File: src/rtl/cpu_pkg.sv
// Shared CPU definitions: datapath widths and the writeback source encoding
// used by the register-file write-port arbiter.
package cpu_pkg;

    localparam int XLEN    = 32;
    localparam int REG_AW  = 5;
    localparam int NUM_WB  = 3;

    typedef enum logic [1:0] {
        WB_ALU = 2'd0,
        WB_LSU = 2'd1,
        WB_MDU = 2'd2
    } wb_src_e;

endpackage

File: src/rtl/rr_arbiter.sv
// Combinational round-robin arbiter: grants the first requester found at or
// after ptr, wrapping modulo N. Produces a one-hot grant and its index.
module rr_arbiter #(
    parameter int N    = 3,
    parameter int ID_W = (N > 1) ? $clog2(N) : 1
) (
    input  logic [N-1:0]    req,
    input  logic [ID_W-1:0] ptr,
    output logic [N-1:0]    gnt,
    output logic [ID_W-1:0] gnt_idx
);

    // cand_idx[gi] is the requester examined at search position gi
    logic [ID_W-1:0] cand_idx [N];

    generate
        for (genvar gi = 0; gi < N; gi++) begin : g_cand
            logic [ID_W:0] sum;
            assign sum           = {1'b0, ptr} + (ID_W+1)'(gi);
            assign cand_idx[gi]  = (sum >= (ID_W+1)'(N)) ? ID_W'(sum - (ID_W+1)'(N))
                                                         : ID_W'(sum);
        end
    endgenerate

    always_comb begin
        logic found;
        gnt     = '0;
        gnt_idx = '0;
        found   = 1'b0;
        for (int k = 0; k < N; k++) begin
            if (!found && req[cand_idx[k]]) begin
                found             = 1'b1;
                gnt_idx           = cand_idx[k];
                gnt[cand_idx[k]]  = 1'b1;
            end
        end
    end

endmodule

File: src/rtl/regfile_wb_arbiter.sv
// Shares the register-file write port between NUM_REQ writeback producers.
// Round-robin grant, one registered write per cycle, x0 writes are swallowed.
module regfile_wb_arbiter
    import cpu_pkg::*;
#(
    parameter int NUM_REQ = cpu_pkg::NUM_WB,
    parameter int XLEN    = cpu_pkg::XLEN,
    parameter int REG_AW  = cpu_pkg::REG_AW,
    parameter int ID_W    = $clog2(NUM_REQ)
) (
    input  logic                      clk,
    input  logic                      rst,
    input  logic [NUM_REQ-1:0]        req_valid,
    output logic [NUM_REQ-1:0]        req_ready,
    input  logic [NUM_REQ*REG_AW-1:0] req_rd,
    input  logic [NUM_REQ*XLEN-1:0]   req_data,
    output logic                      wb_we,
    output logic [REG_AW-1:0]         wb_addr,
    output logic [XLEN-1:0]           wb_data,
    output logic [ID_W-1:0]           wb_src,
    output logic                      conflict
);

    logic [ID_W-1:0]    rr_ptr_reg;
    logic [ID_W-1:0]    rr_ptr_next;
    logic [NUM_REQ-1:0] gnt;
    logic [ID_W-1:0]    gnt_idx;
    logic               gnt_any;

    logic [REG_AW-1:0]  rd_arr   [NUM_REQ];
    logic [XLEN-1:0]    data_arr [NUM_REQ];

    logic               wb_we_reg;
    logic [REG_AW-1:0]  wb_addr_reg;
    logic [XLEN-1:0]    wb_data_reg;
    logic [ID_W-1:0]    wb_src_reg;

    generate
        for (genvar gi = 0; gi < NUM_REQ; gi++) begin : g_unpack
            assign rd_arr[gi]   = req_rd[gi*REG_AW +: REG_AW];
            assign data_arr[gi] = req_data[gi*XLEN +: XLEN];
        end
    endgenerate

    rr_arbiter #(
        .N    (NUM_REQ),
        .ID_W (ID_W)
    ) u_rr_arbiter (
        .req     (req_valid),
        .ptr     (rr_ptr_reg),
        .gnt     (gnt),
        .gnt_idx (gnt_idx)
    );

    // Nothing is accepted while reset is held; requesters re-present afterwards
    assign req_ready = rst ? '0 : gnt;
    assign gnt_any   = |req_ready;
    assign conflict  = $countones(req_valid) > 1;

    always_comb begin
        rr_ptr_next = rr_ptr_reg;
        if (gnt_any) begin
            rr_ptr_next = (gnt_idx == ID_W'(NUM_REQ-1)) ? '0 : gnt_idx + ID_W'(1);
        end
    end

    always_ff @(posedge clk) begin
        if (rst) begin
            rr_ptr_reg  <= '0;
            wb_we_reg   <= 1'b0;
            wb_addr_reg <= '0;
            wb_data_reg <= '0;
            wb_src_reg  <= '0;
        end else begin
            rr_ptr_reg <= rr_ptr_next;
            if (gnt_any) begin
                wb_we_reg   <= (rd_arr[gnt_idx] != '0);
                wb_addr_reg <= rd_arr[gnt_idx];
                wb_data_reg <= data_arr[gnt_idx];
                wb_src_reg  <= gnt_idx;
            end else begin
                wb_we_reg   <= 1'b0;
            end
        end
    end

    assign wb_we   = wb_we_reg;
    assign wb_addr = wb_addr_reg;
    assign wb_data = wb_data_reg;
    assign wb_src  = wb_src_reg;

endmodule

File: config.mk
export PLATFORM = sky130hd
export DESIGN_NAME = regfile_wb_arbiter
export DESIGN_NICKNAME = d
export VERILOG_FILES = /design/src/rtl/cpu_pkg.sv /design/src/rtl/rr_arbiter.sv /design/src/rtl/regfile_wb_arbiter.sv
export SDC_FILE = /design/constraint.sdc
export NUM_CORES = 1
export LEC_CHECK = 0
export BUFFER_PORTS_ARGS = -buffer_cell sky130_fd_sc_hd__buf_2
export CAP_MARGIN = 20
export CORE_MARGIN = 3
export CORE_UTILIZATION = 47
export DETAILED_ROUTE_END_ITERATION = 8
export PLACE_DENSITY = 0.87
export SYNTH_ARGS = -nofsm -noshare
export SYNTH_HDL_FRONTEND = slang
export SYNTH_HIERARCHICAL = 1
export SYNTH_SLANG_ARGS = --single-unit
File: constraint.sdc
create_clock -name clk -period 5.55 [get_ports clk]
set_clock_uncertainty 0.05 [all_clocks]
set_input_delay 0.8325 -clock clk [delete_from_list [all_inputs] [get_ports clk]]
set_output_delay 0.8325 -clock clk [all_outputs]
set_load 0.02 [all_outputs]
* Yosys cells after proc, flatten, opt, wreduce, memory -nomap -nowiden
Index checks and enable logic that the tools add are counted.
** Word-level totals
- Input bits :: 116
- Output and inout bits :: 44
- Word-level logic and storage cells :: 70
- Flip-flop bits (word level) :: 42
** Cells by class
- Reductions and logical operators :: 10
- Multiplexer cells :: 31
- Magnitude comparators :: 11
- Bitwise gates (word level) :: 4
- Eq/ne operators :: 1
- Add/sub/neg operators :: 8
** Operator list (number)
- $bmux 32 s2 :: 1
- $mux 32 :: 2
- $mux 2 :: 7
- $mux 3 :: 4
- $bmux 5 s2 :: 1
- $mux 5 :: 2
- $lt 2x3->1 const B :: 3
- $mux 1 :: 8
- $bmux 1 s2 :: 3
- $demux 1 s2 :: 3
- $ge 2x1->1 const B :: 3
- $ge 3x2->1 const B :: 2
- $or 3x3->3 :: 2
- $sub 2x2->2 const B :: 3
- $logic_and 1x1->1 :: 5
- $reduce_bool 5->1 :: 1
- $add 2x1->3 :: 1
- $add 2x1->3 const B :: 1
- $add 2x2->3 const B :: 1
- $ge 3x3->1 const B :: 1
- $gt 3x1->1 const B :: 1
- $not 2->3 :: 1
- $reduce_or 3->1 :: 1
- $add 1x1->2 :: 1
- 6 further kinds :: 7

* Depth between registers and ports, before layout
- Depth in word-level cells :: 16
- Gate-level depth with buffers :: 14
- Mapped depth without buffers :: 10

* Modules after synthesis
The synthesis kept the hierarchy.
** By module, submodules not included
- regfile_wb_arbiter :: area an instance 2303.5 µm², sequential area each 840.8 µm², instances 1, cells an instance 277
- rr_arbiter :: area an instance 260.2 µm², sequential area each 0.0 µm², instances 1, cells an instance 38

* Worst setup path before layout
No wires, ideal clock.
- Path type :: input-to-output
- Start :: input port req_valid[1]
- End :: output port req_ready[0]
- Path buffers :: 0
- Data arrival time :: 1.975 ns
- Required time :: 4.668 ns
- Path slack :: 2.692 ns
- Stages on the path :: 5
- Cell sequence :: mux2i_1 > o22a_1 > or3b_1 > a22oi_2 > nor2b_1
** Between the ends
- Word-level cells in the longest chain between the ends :: 10
- Elaborated cells between the ends (all ways) :: 18
** RTL lines
- from (decl) :: line regfile_wb_arbiter.sv:13 : input logic [NUM_REQ-1:0] req_valid,
- $bmux 1 s2 :: line rr_arbiter.sv:31 : if (!found && req[cand_idx[k]]) begin
- $mux 1 (implied by the code) :: line rr_arbiter.sv:31
- $mux 1 :: line rr_arbiter.sv:31
- $logic_not 1->1 :: line rr_arbiter.sv:31
- $logic_and 1x1->1 :: line rr_arbiter.sv:31
- $mux 1 :: line rr_arbiter.sv:31
- $logic_not 1->1 :: line rr_arbiter.sv:31
- $logic_and 1x1->1 :: line rr_arbiter.sv:31
- $mux 3 (*) :: line rr_arbiter.sv:31
- net gnt[0] :: line regfile_wb_arbiter.sv:26 : logic [NUM_REQ-1:0] gnt;
- $mux 3 (*) :: line regfile_wb_arbiter.sv:56 : assign req_ready = rst ? '0 : gnt;
- to (decl) :: line regfile_wb_arbiter.sv:14 : output logic [NUM_REQ-1:0] req_ready,
The timed path passes the listed nets; every way through them passes the cells marked *. The select of a mux whose other input is x is not followed.

* Worst setup path after layout
- Start :: register rr_ptr_reg[0]
- End :: register wb_we_reg, in the netlist wb_we
** Between the ends
- Word-level cells in the longest chain between the ends :: 16
- Elaborated cells between the ends (all ways) :: 55
** RTL lines
- from (decl) :: line regfile_wb_arbiter.sv:24 : logic [ID_W-1:0] rr_ptr_reg;
- from (signal assigned) :: line regfile_wb_arbiter.sv:75 : rr_ptr_reg <= rr_ptr_next;
- parallel branches: the longest is 10 deep, another holds $add 2x1->3
- $mux 2 (*) :: line rr_arbiter.sv:31
- net gnt_idx[0] :: line regfile_wb_arbiter.sv:27 : logic [ID_W-1:0] gnt_idx;
- $not 2->3 (implied by the code) (*) :: line regfile_wb_arbiter.sv:77 : wb_we_reg <= (rd_arr[gnt_idx] != '0);
- $bmux 5 s2 (*) :: line regfile_wb_arbiter.sv:77
- $mux 5 (implied by the code) (*) (2 in a row) :: line regfile_wb_arbiter.sv:77
- $reduce_bool 5->1 (*) :: line regfile_wb_arbiter.sv:77
- to (signal assigned) :: line regfile_wb_arbiter.sv:77
- to (decl) :: line regfile_wb_arbiter.sv:33 : logic wb_we_reg;
Mark *: on every way through the listed nets, which the timed path passes. The select of a mux whose other input is x is not followed.
A chain may end at the register's enable or synchronous reset.

==> qor.txt <==
Status -> complete, no violations
WP data arrival -> 3.59 ns
Synth cell count leaders -> nor2_1 (75), dfxtp_1 (42), mux2i_1 (41)
CTS root buf -> clkbuf_8
Seq pwr share -> 22.9%
HPWL after DPL -> 5450 um
Layout cell share with drive strength beyond 1 -> 40.0%
I/O pins -> 160
CP Capture Type -> flip-flop
Final setup fails -> 0
Dpl cells -> 519
Crit path time final -> 3.43 ns
FF+latch count, synth -> 42
Maximum fanout along the worst path -> 40
Row count -> 26
Fin crit share -> 61.8%
Reg area -> 841 um2
Largest net degree at the start of global routing -> 47
Type of the worst setup path -> flip-flop to flip-flop
CTS tree -> built
Crit path cell chain -> inv_1 > ha_1 > or2b_1 > a21oi_1 > o21ai_0 > a21oi_4 > buf_4 > nor2b_4 > o2bb2ai_1 > a2111oi_2 > a31oi_1
Yosys top cell by area -> dfxtp_1
Sw Ratio -> 50.1%
CTS buffer count -> 5
Mean Syn Cell Area -> 8.14 um2
Critical-path top delay cell -> nor2b_4
First-pass GRT wire length -> 11500 um
Clock Power Share -> 10.0%
Setup WS pre-CTS -> 1.94 ns
Max-cap viol count -> 0
Setup TNS -> 0 ns
Synth Warn # -> 6
Final setup margin -> 2.12 ns
RD Place Congestion -> 0.853
DR DRC count -> 0
Internal power -> 0.00113 W
Worst setup SP type -> flip-flop
Hold Path Class -> flip-flop to flip-flop
Sequential fraction of the synthesis area -> 32.8%
Resized Gates After CTS -> 0
Top_reg_cell synth -> dfxtp_1
Antenna diodes -> 0
Port Buffers -> 159
Max stage delay on crit path -> 0.86 ns
Synth-to-Final Area Change -> 33.6%
Netlist cell types -> 38
Max reg flops -> 32
Top delay family on crit path -> simple AND/OR/NAND/NOR gates
Chip height -> 79.9 um
Clock transition at path regs -> 0.07 ns
Dominant cells by area after synthesis -> dfxtp_1 (33%), mux2i_1 (16%), nor2_1 (11%), a211oi_1 (9.1%), nor3_1 (6.8%)
Net switching power -> 0.00113 W
Core area -> 5200 um2
Multi-input gate area -> 1560 um2
Setup bufs post-CTS -> 0
Initial antenna violation count -> 0
Combinational Power Share -> 67.1%
Vias -> 2756
Chip Width -> 79.9 um
Avg WL per Cell -> 13.8 um
CP Buf/Inv Count -> 2
Cts hold-fix bufs -> 0
GRT Overall Usage -> 22.2%
Vias in the first global route -> 2646
Maximum root-to-sink buffer count -> 2
Count of pins over their slew limit -> 0
Post-synthesis instance area -> 2560 um2
Synth top area share -> 32.8%
Nets -> 577
Grt ovf -> 0
Fin cells -> 527
EDFF count, synth -> 0
Hold Violations, Final -> 0
Drt pass-1 iters -> 4
Syn nets -> 436
PD cells -> 659 nW/um2
Final wirelength -> 7260 um
Hold_ws -> 0.420 ns
Worst skew pair latency -> 0.28 ns
Most frequent cell after synthesis -> nor2_1
DR vias/cell -> 5.23
Worst vdd ir -> 306 uV
Slew @ Worst Pin -> 0.971 ns
RSZ-0062 raised after global routing -> false
Mapped Cells -> 315
Worst Path Required -> 5.71 ns
Async SR Flop Fraction -> 0%
Clk sinks -> 42
FILL cells -> 456
Die Footprint -> 6380 um2
H-tree depth -> 2
Pleak -> 1.60 nW
Routed Antenna Nets -> 0
Iteration-0 DRC count of the detailed router -> 92
Slew headroom -> 35.1%
Initial Util -> 49.3%
Max frequency -> 292 MHz
==> worst register-to-register path: stages, from the launching register on <==
cell and delay, ns:
dfxtp_1 0.35, inv_1 0.09, ha_1 0.30, or2b_1 0.26, a21oi_1 0.16, o21ai_0 0.21
a21oi_4 0.18, buf_4 0.38, nor2b_4 0.87, o2bb2ai_1 0.24, a2111oi_2 0.08, a31oi_1 0.19
==> routing by layer <==
layer,global-route usage [%],part of all wire [%],up-vias
met5,0,0,-
met4,7.60,1.7,0
met3,5.30,8.1,15
met2,40.7,49,127
met1,24.9,41,1222
li1,-,-,1392
==> layout by cell type, fill, tap and decap left out <==
cell type  instances
buf_2            159
nor2_1            75
dfxtp_1           42
mux2i_1           41
nor3_1            35
a211oi_1          31
nand2_1           12
a21oi_1            9
clkbuf_8           8
ha_1               5
a211oi_2           4
nor2b_1            3
buf_4              3
inv_1              3
o2bb2ai_1          2
nand3b_1           2
a31oi_1            2
o21ai_0            2
a21o_1             1
nor3_4             1
or2_1              1
or3_1              1
nor2_4             1
nor2b_4            1
nor3_2             1
a2111oi_2          1
o21ai_1            1
o22a_1             1
nand2b_1           1
or3b_1             1
a22oi_2            1
or2_2              1
or2b_1             1
a21oi_4            1
nand3_1            1
nand4b_1           1
a21o_2             1
==> power groups by stage <==
stage / logic [W] / clock network [W] / registers, W
2_1_floorplan: 0.00105 / 0 / 0.000680
3_3_place_gp: 0.00148 / 0 / 0.000517
3_5_place_dp: 0.00153 / 0 / 0.000522
4_1_cts: 0.00153 / 0.000231 / 0.000518
5_1_grt: 0.00167 / 0.000243 / 0.000535
6_report: 0.00151 / 0.000225 / 0.000518
==> metrics by stage <==
step	total power (W)	instance area (um2)	utilization, %
final	0.00226	3420	65.8
after global routing	0.00245	3420	65.8
after CTS	0.00227	3420	65.8
after detailed placement	0.00205	3310	63.7
after global placement	0.00200	3310	63.7
after floorplan	0.00173	2560	-
==> cell type report <==
class / count / area share, %
Multi-Input combinational cell: 242 / 45.5
Sequential cell: 42 / 24.6
Timing Repair Buffer: 162 / 23.9
Clock buffer: 8 / 3.22
Tap cell: 70 / 2.56
Inverter: 3 / 0.329
==> cells by family after synthesis <==
kind of cell / count (synthesis) / synth area share (%)
adders and majority gates: 5 / 2.44
and+or+nand+nor: 139 / 24.6
muxes: 41 / 16.0
buffers and inverters: 31 / 7.32
AOI/OAI and AO/OA: 57 / 16.8
DFF: 42 / 32.8
==> worst paths after layout <==
path | start | to | slack (ns) | depth (start not counted)
worst min-delay path | wb_src[1] | wb_src[1] | 0.42 | 2
worst max-delay path | rr_ptr_reg[0] | wb_we | 2.12 | 11
worst max register to register | rr_ptr_reg[0] | wb_we | 2.12 | 11
worst min register to register | wb_src[1] | wb_src[1] | 0.42 | 2
(Power assumes the default switching activity.)
